<file path="config.mk">
export PLATFORM = sky130hd
export DESIGN_NAME = cpu_mem_loader
export DESIGN_NICKNAME = d
export VERILOG_FILES = /design/src/rtl/cpu_mem_loader.sv
export SDC_FILE = /design/constraint.sdc
export NUM_CORES = 1
export LEC_CHECK = 0
export BUFFER_PORTS_ARGS = -buffer_cell sky130_fd_sc_hd__buf_2
export CORE_ASPECT_RATIO = 1.25
export CORE_MARGIN = 8
export CORE_UTILIZATION = 55
export CTS_BUF_LIST = sky130_fd_sc_hd__clkbuf_4
export CTS_CLUSTER_DIAMETER = 80
export DETAILED_ROUTE_END_ITERATION = 7
export PLACE_DENSITY = 0.78
export SLEW_MARGIN = 25
export SYNTH_ARGS = -nofsm -noshare
export SYNTH_HDL_FRONTEND = slang
export SYNTH_SLANG_ARGS = --single-unit
</file>
<file path="constraint.sdc">
create_clock -name clk -period 2.7 [get_ports clk]
set_clock_uncertainty 0.05 [all_clocks]
set_input_delay 0.405 -clock clk [delete_from_list [all_inputs] [get_ports clk]]
set_output_delay 0.405 -clock clk [all_outputs]
set_load 0.02 [all_outputs]
</file>
<file path="src/rtl/cpu_mem_loader.sv">
// cpu_mem_loader: bring-up writer that fills data memory from a word stream.
// Frame format: start address, count N, then N data words. A frame with
// N == 0 terminates loading. The loader then keeps the core in reset for
// HOLD_CYCLES more cycles before releasing it.
//
// Handshake: a word transfers on a posedge where in_valid && in_ready.
// in_ready depends only on the registered FSM state, never on in_valid.
// The source may hold in_valid with stable data for as long as it likes.
// While HOLD or RUN is active, in_valid is ignored.
module cpu_mem_loader #(
    parameter int DATA_W      = 16,
    parameter int ADDR_W      = 16,
    parameter int HOLD_CYCLES = 4
) (
    input  logic              clk,
    input  logic              reset,
    input  logic [DATA_W-1:0] in_data,
    input  logic              in_valid,
    output logic              in_ready,
    output logic [ADDR_W-1:0] memAddr,
    output logic [DATA_W-1:0] memWrData,
    output logic              memWrEn,
    output logic              coreReset,
    output logic              done,
    output logic              frame_err,
    output logic [2:0]        dbg_state_o
);

    localparam int HOLD_W = (HOLD_CYCLES < 2) ? 1 : $clog2(HOLD_CYCLES + 1);
    localparam logic [HOLD_W-1:0] HOLD_INIT = HOLD_W'(HOLD_CYCLES);

    typedef enum logic [2:0] {
        S_ADDR  = 3'd0,
        S_COUNT = 3'd1,
        S_DATA  = 3'd2,
        S_HOLD  = 3'd3,
        S_RUN   = 3'd4
    } state_t;

    state_t              state_q;
    logic [ADDR_W-1:0]   addr_q;
    logic [DATA_W-1:0]   cnt_q;
    logic [HOLD_W-1:0]   hold_q;
    logic [ADDR_W-1:0]   mem_addr_q;
    logic [DATA_W-1:0]   mem_wr_data_q;
    logic                mem_wr_en_q;
    logic                core_reset_q;
    logic                done_q;
    logic                frame_err_q;

    logic                accept_d;
    logic [ADDR_W-1:0]   addr_inc_d;
    logic                addr_wrap_d;

    // The stream is open only in the three loading states.
    assign in_ready    = (state_q == S_ADDR) || (state_q == S_COUNT) || (state_q == S_DATA);
    assign accept_d    = in_valid && in_ready;
    assign addr_inc_d  = addr_q + ADDR_W'(1);
    assign addr_wrap_d = &addr_q;

    assign memAddr     = mem_addr_q;
    assign memWrData   = mem_wr_data_q;
    assign memWrEn     = mem_wr_en_q;
    assign coreReset   = core_reset_q;
    assign done        = done_q;
    assign frame_err   = frame_err_q;
    assign dbg_state_o = state_q;

    // Loader FSM with registered write port, core reset and status outputs.
    always_ff @(posedge clk) begin
        if (reset) begin
            state_q       <= S_ADDR;
            addr_q        <= '0;
            cnt_q         <= '0;
            hold_q        <= '0;
            mem_addr_q    <= '0;
            mem_wr_data_q <= '0;
            mem_wr_en_q   <= 1'b0;
            core_reset_q  <= 1'b1;
            done_q        <= 1'b0;
            frame_err_q   <= 1'b0;
        end else begin
            // The write strobe lasts one cycle per accepted data word.
            mem_wr_en_q <= 1'b0;
            case (state_q)
                S_ADDR: begin
                    if (accept_d) begin
                        addr_q  <= ADDR_W'(in_data);
                        state_q <= S_COUNT;
                    end
                end
                S_COUNT: begin
                    if (accept_d) begin
                        if (in_data == '0) begin
                            hold_q  <= HOLD_INIT;
                            state_q <= S_HOLD;
                        end else begin
                            cnt_q   <= in_data;
                            state_q <= S_DATA;
                        end
                    end
                end
                S_DATA: begin
                    if (accept_d) begin
                        mem_wr_en_q   <= 1'b1;
                        mem_addr_q    <= addr_q;
                        mem_wr_data_q <= in_data;
                        addr_q        <= addr_inc_d;
                        cnt_q         <= cnt_q - DATA_W'(1);
                        // Wrapping past the top of memory still writes, but it is flagged.
                        if (addr_wrap_d) begin
                            frame_err_q <= 1'b1;
                        end
                        if (cnt_q == DATA_W'(1)) begin
                            state_q <= S_ADDR;
                        end
                    end
                end
                S_HOLD: begin
                    // Core reset drops on the same edge that enters RUN.
                    if (hold_q == HOLD_W'(1)) begin
                        hold_q       <= '0;
                        core_reset_q <= 1'b0;
                        done_q       <= 1'b1;
                        state_q      <= S_RUN;
                    end else begin
                        hold_q <= hold_q - HOLD_W'(1);
                    end
                end
                S_RUN: begin
                    state_q <= S_RUN;
                end
                default: begin
                    state_q <= S_ADDR;
                end
            endcase
        end
    end

endmodule

</file>
---- Word-level counts from Yosys, hierarchy flattened ----
Index checks and enable logic that the tools add are counted.
word-level totals
  register bits ........................... 74
  word-level logic and storage cells ...... 62
cells by class
  $add $sub $neg .......................... 3
  equality and inequality tests ........... 13
  multiplexer cells ....................... 19
  bitwise operators ....................... 1
  reductions and logical operators ........ 16
operators by type and width
  kind                                                   count
  2-to-1 mux 16 bit                                      5
  case mux 16 bit (2 select lines)                       2
  2-to-1 mux 3 bit                                       8
  AND reduction 18 bit                                   1
  adder 16 x 1 -> 16 bit (second input constant)         1
  equality test 16 x 1 -> 1 bit (second input constant)  1
  logical NOT 16 bit                                     1
  subtractor 16 x 1 -> 16 bit (second input constant)    1
  case mux 3 bit (5 select lines)                        1
  != test 2 bit (second input constant)                  5
  equality test 3 x 1 -> 1 bit (second input constant)   2
  equality test 3 x 2 -> 1 bit (second input constant)   2
  case mux 3 bit (2 select lines)                        1
  AND reduction 3 bit                                    2
  nonzero test 2 bit                                     3
  AND reduction 5 bit                                    1
  != test 2 x 1 -> 1 bit (second input constant)         2
  AND reduction 2 bit                                    2
  AND reduction 4 bit                                    1
  equality test 3 bit (second input constant)            1
  logical NOT 3 bit                                      1
  subtractor 3 x 1 -> 3 bit (second input constant)      1
  logical OR 1 bit                                       2
  2-to-1 mux 1 bit                                       2
  other kinds (3)                                        3

---- Logic depth before layout (Yosys ltp) ----
  depth in word-level cells ............... 6
  depth in mapped cells ................... 8
  gate-level depth less buffers ........... 7

---- Worst setup path after synthesis ----
OpenSTA, ideal clock, no wires.
  kind .................................... reg2reg
  from .................................... register cnt_q[7]
  to ...................................... register cnt_q[14]
  library setup time ...................... 128 ps
  data arrival time ....................... 2,031 ps
  path slack .............................. 491 ps
  cell stages (with the launch flop) ...... 7
  buffers on the path ..................... 1
  path through ............................ dfxtp_1 -> or4_1 -> buf_2 -> or3_4 -> or4_1 -> a32oi_1 -> nor2_1
between the ends
  cells in the longest elaborated chain, start to end .. 3
RTL lines
  what                              line  RTL
  start, declared                   42    logic [DATA_W-1:0] cnt_q;
  start signal, assigned            98    cnt_q <= in_data;
  start signal, assigned            109   cnt_q <= cnt_q - DATA_W'(1);
  subtractor 16 x 1 -> 16 bit       109
  2-to-1 mux 16 bit                 104   if (accept_d) begin
  case mux 16 bit (2 select lines)  85    case (state_q)
Every way passes these cells. The select of a mux whose other input is x is not followed.
A chain may end at the register's enable or synchronous reset.

---- Final worst setup path ----
Same ends and word-level chain as after synthesis.

==> key figures <==
Status
  • Status: completed

Synthesis
  • Primary FF master, synth: dfxtp_1
  • Leading area contributor after synthesis: dfxtp_1
  • Top cells by count, synth: 107 x nand2_1, 74 x dfxtp_1, 72 x a21oi_1
  • Sequential share of the synthesized area: 0.4178
  • FF+latch count, synth: 74
  • Yosys warns: 0
  • Number of synthesized flops with an enable pin: 0
  • Share of the synthesized area in the top cell type: 0.4178
  • Distinct cells, synth: 48
  • Synth top area cells: dfxtp_1 42%, nand2_1 11%, a21oi_1 10%, nor2_1 3.9%, o21ai_0 3.2%
  • Async set-reset flop share out of synthesis: 0
  • Syn_area_per_cell: 7.465 um^2
  • Most frequent cell after synthesis: nand2_1
  • Syn nets: 499
  • Netlist Area Pre-Place: 3546 um^2
  • Mapped Cells: 475

Finish
  • Finished Core Util: 0.6587
  • Share of layout cells above drive strength 1: 0.1808
  • Area Growth Syn to Fin: 15.28%
  • Filler Cells Inserted: 548
  • Net count, final: 550
  • Diodes inserted: 0

Timing
  • Worst slew margin: 0.5638
  • Final setup TNS: 0 ns
  • Count of endpoints failing setup in the final report: 0
  • Worst-margin pin slew: 0.6484 ns
  • Fmax achieved: 429.8 MHz
  • Final hold viol count: 0
  • Unrepaired setup endpoints after global routing: no
  • Final Slew Violations: 0
  • Crit path time final: 2.327 ns
  • Final worst path period share: 0.8618

Placed design
  • Post-detail-place hpwl: 6970 um
  • Gp weighted congestion: 0.9032
  • Port Buffers: 58

Global routing
  • Grt total ovfl: 0
  • Global-route wire length before repair: 15970 um
  • Initial antenna violation count: 0
  • Grt met1 use: 0.2632
  • GR Util met3: 0.04584
  • Tot GR Track Use: 0.2153
  • Gr busiest metal: met2
  • Pin count of the biggest net entering global routing: 33
  • Vias in the first global route: 3343
  • Grt met2 use: 0.3553

Clock tree
  • Post-CTS sizing: 0
  • CTS tree: done
  • Max Buffers Root-to-Sink: 2
  • Root Driver: clkbuf_4
  • H-Tree Level Count: 3
  • Post-CTS Setup Bufs: 0
  • Worst-skew pair later-pin latency: 0.43 ns
  • Hold_buf cts: 0
  • Cts bufs inserted: 9
  • CTS sink count: 74
  • Reg clk slew, reported paths: 0.11 ns

Power and ir drop
  • Switching share of power: 0.3142
  • Part of the power in combinational logic: 0.199
  • Seq pwr share: 0.483
  • P_sw: 0.7895 mW
  • Pwr dens: 614.7 nW/um^2
  • Share of total power in the clock network: 0.318
  • Int Pwr: 1.723 mW
  • Max IR drop VDD: 0.4640 mV
  • Leak pwr: 1.604 nW

Setup path
  • Endpoint type of the worst setup path: flip-flop
  • Register-to-Register Path Depth: 5
  • CP startpoint kind: flip-flop
  • Worst-path maximum fanout: 8
  • Kind of critical path: reg2reg
  • WP data arrival: 2.60 ns
  • Critical path required time: 2.97 ns

Die
  • Core Area: 6206 um^2
  • Die ar.: 9288 um^2
  • Die Wd: 87.82 um
  • Io pins: 59
  • Die Ht: 105.8 um
  • Rows: 32
  • Starting Density: 0.5714

Routing
  • Iter 0 DRT Violations: 243
  • Routed vias: 3599
  • DR pass1 iterations: 5
  • DRC: 0
  • Final ANT Viol Nets: 0
  • WL/cell: 15.54 um
  • DR vias/cell: 5.843
  • Drt total wl: 9570 um

Hold path
  • Hold Path Depth: 3
  • Hold Crit Class: in2reg

Flow run
  • Max Cap Violations: 0
## registers in the layout, summed over array words and instances, names as in the netlist
signal and cells:
cnt_q 16, done 1, dbg_state_o 3, hold_q 3
memAddr 16, coreReset 1, addr_q 16, frame_err 1
memWrData 16, memWrEn 1
## layout by cell type (no fill, tap or decap), types with 4 or more instances in the layout
cell type	n
ha_1	5
nand3_1	10
or4_1	5
buf_2	58
nor2_1	36
nor4_1	8
o21ai_0	23
a311oi_1	4
clkbuf_4	10
o31ai_1	4
a21oi_1	72
inv_1	11
buf_4	13
nand2_1	107
nor3_1	9
nand4_1	4
nand2b_1	5
or3_1	7
dfxtp_1	74
a21o_1	4
## critical path: stages (launching register included)
cell and delay, ns:
dfxtp_1 0.38, or4_1 0.68, or3_4 0.39, or4_1 0.47
a32oi_1 0.21, nor2_1 0.05
## per-stage QoR
step	worst slack (ns)	std cells	instance area [um^2]	hold slack, ns	power, mW
after floorplan	0.4912	475	3546	0.3976	1.581
after global placement	0.4235	600	3923	0.3770	1.723
after detailed placement	0.3836	600	3923	0.3889	1.732
after CTS	0.3738	616	4088	0.1661	2.518
after global routing	0.2687	616	4088	0.1617	2.646
final	0.3732	616	4088	0.1883	2.513
## layout make-up
| cell class | count | area [um^2] | area share |
|---|---|---|---|
| Clock buffer | 10 | 75.07 | 0.01837 |
| Tap cell | 85 | 106.4 | 0.02602 |
| Multi-Input combinational cell | 359 | 1906 | 0.4662 |
| Sequential cell | 74 | 1481 | 0.3624 |
| Clock inverter | 6 | 90.09 | 0.02204 |
| Inverter | 11 | 41.29 | 0.01010 |
| Timing Repair Buffer | 71 | 387.9 | 0.09489 |
## power by group through the flow
stage,registers (mW),clock network [mW],logic [mW]
after floorplan,1.24,0,0.342
after detailed placement,1.24,0,0.495
after global routing,1.22,0.864,0.558
final,1.21,0.798,0.501
after CTS,1.21,0.809,0.496
after global placement,1.23,0,0.489
## per-layer routing
layer | wire length [um] | part of all wire
met5 | 0 | 0
met4 | 148 | 0.015
met3 | 663 | 0.069
met2 | 4738 | 0.50
met1 | 4020 | 0.42
## kinds of logic (layout without fill, tap and decap cells)
group / after synthesis / after routing / synth area share
multiplexers: 5 / 5 / 0.01482
flip-flops: 74 / 74 / 0.4178
AND/OR/NAND/NOR: 212 / 212 / 0.2763
adder cells (fa/ha/maj): 5 / 5 / 0.01764
AO/OA/AOI/OAI: 137 / 137 / 0.2280
buffers and inverters: 42 / 98 / 0.04552
## path summary, 6_finish.rpt
path | from | slack (ns) | endpoint
max | cnt_q[7]$_SDFFE_PP0P_ | 0.37 | cnt_q[14]$_SDFFE_PP0P_
min | in_data[4] | 0.19 | memWrData[4]$_SDFFE_PP0P_
max reg2reg | cnt_q[7]$_SDFFE_PP0P_ | 0.37 | cnt_q[14]$_SDFFE_PP0P_
min reg2reg | done$_SDFFE_PP0P_ | 0.41 | done$_SDFFE_PP0P_
Note: power is estimated with default switching activity, not from simulation.
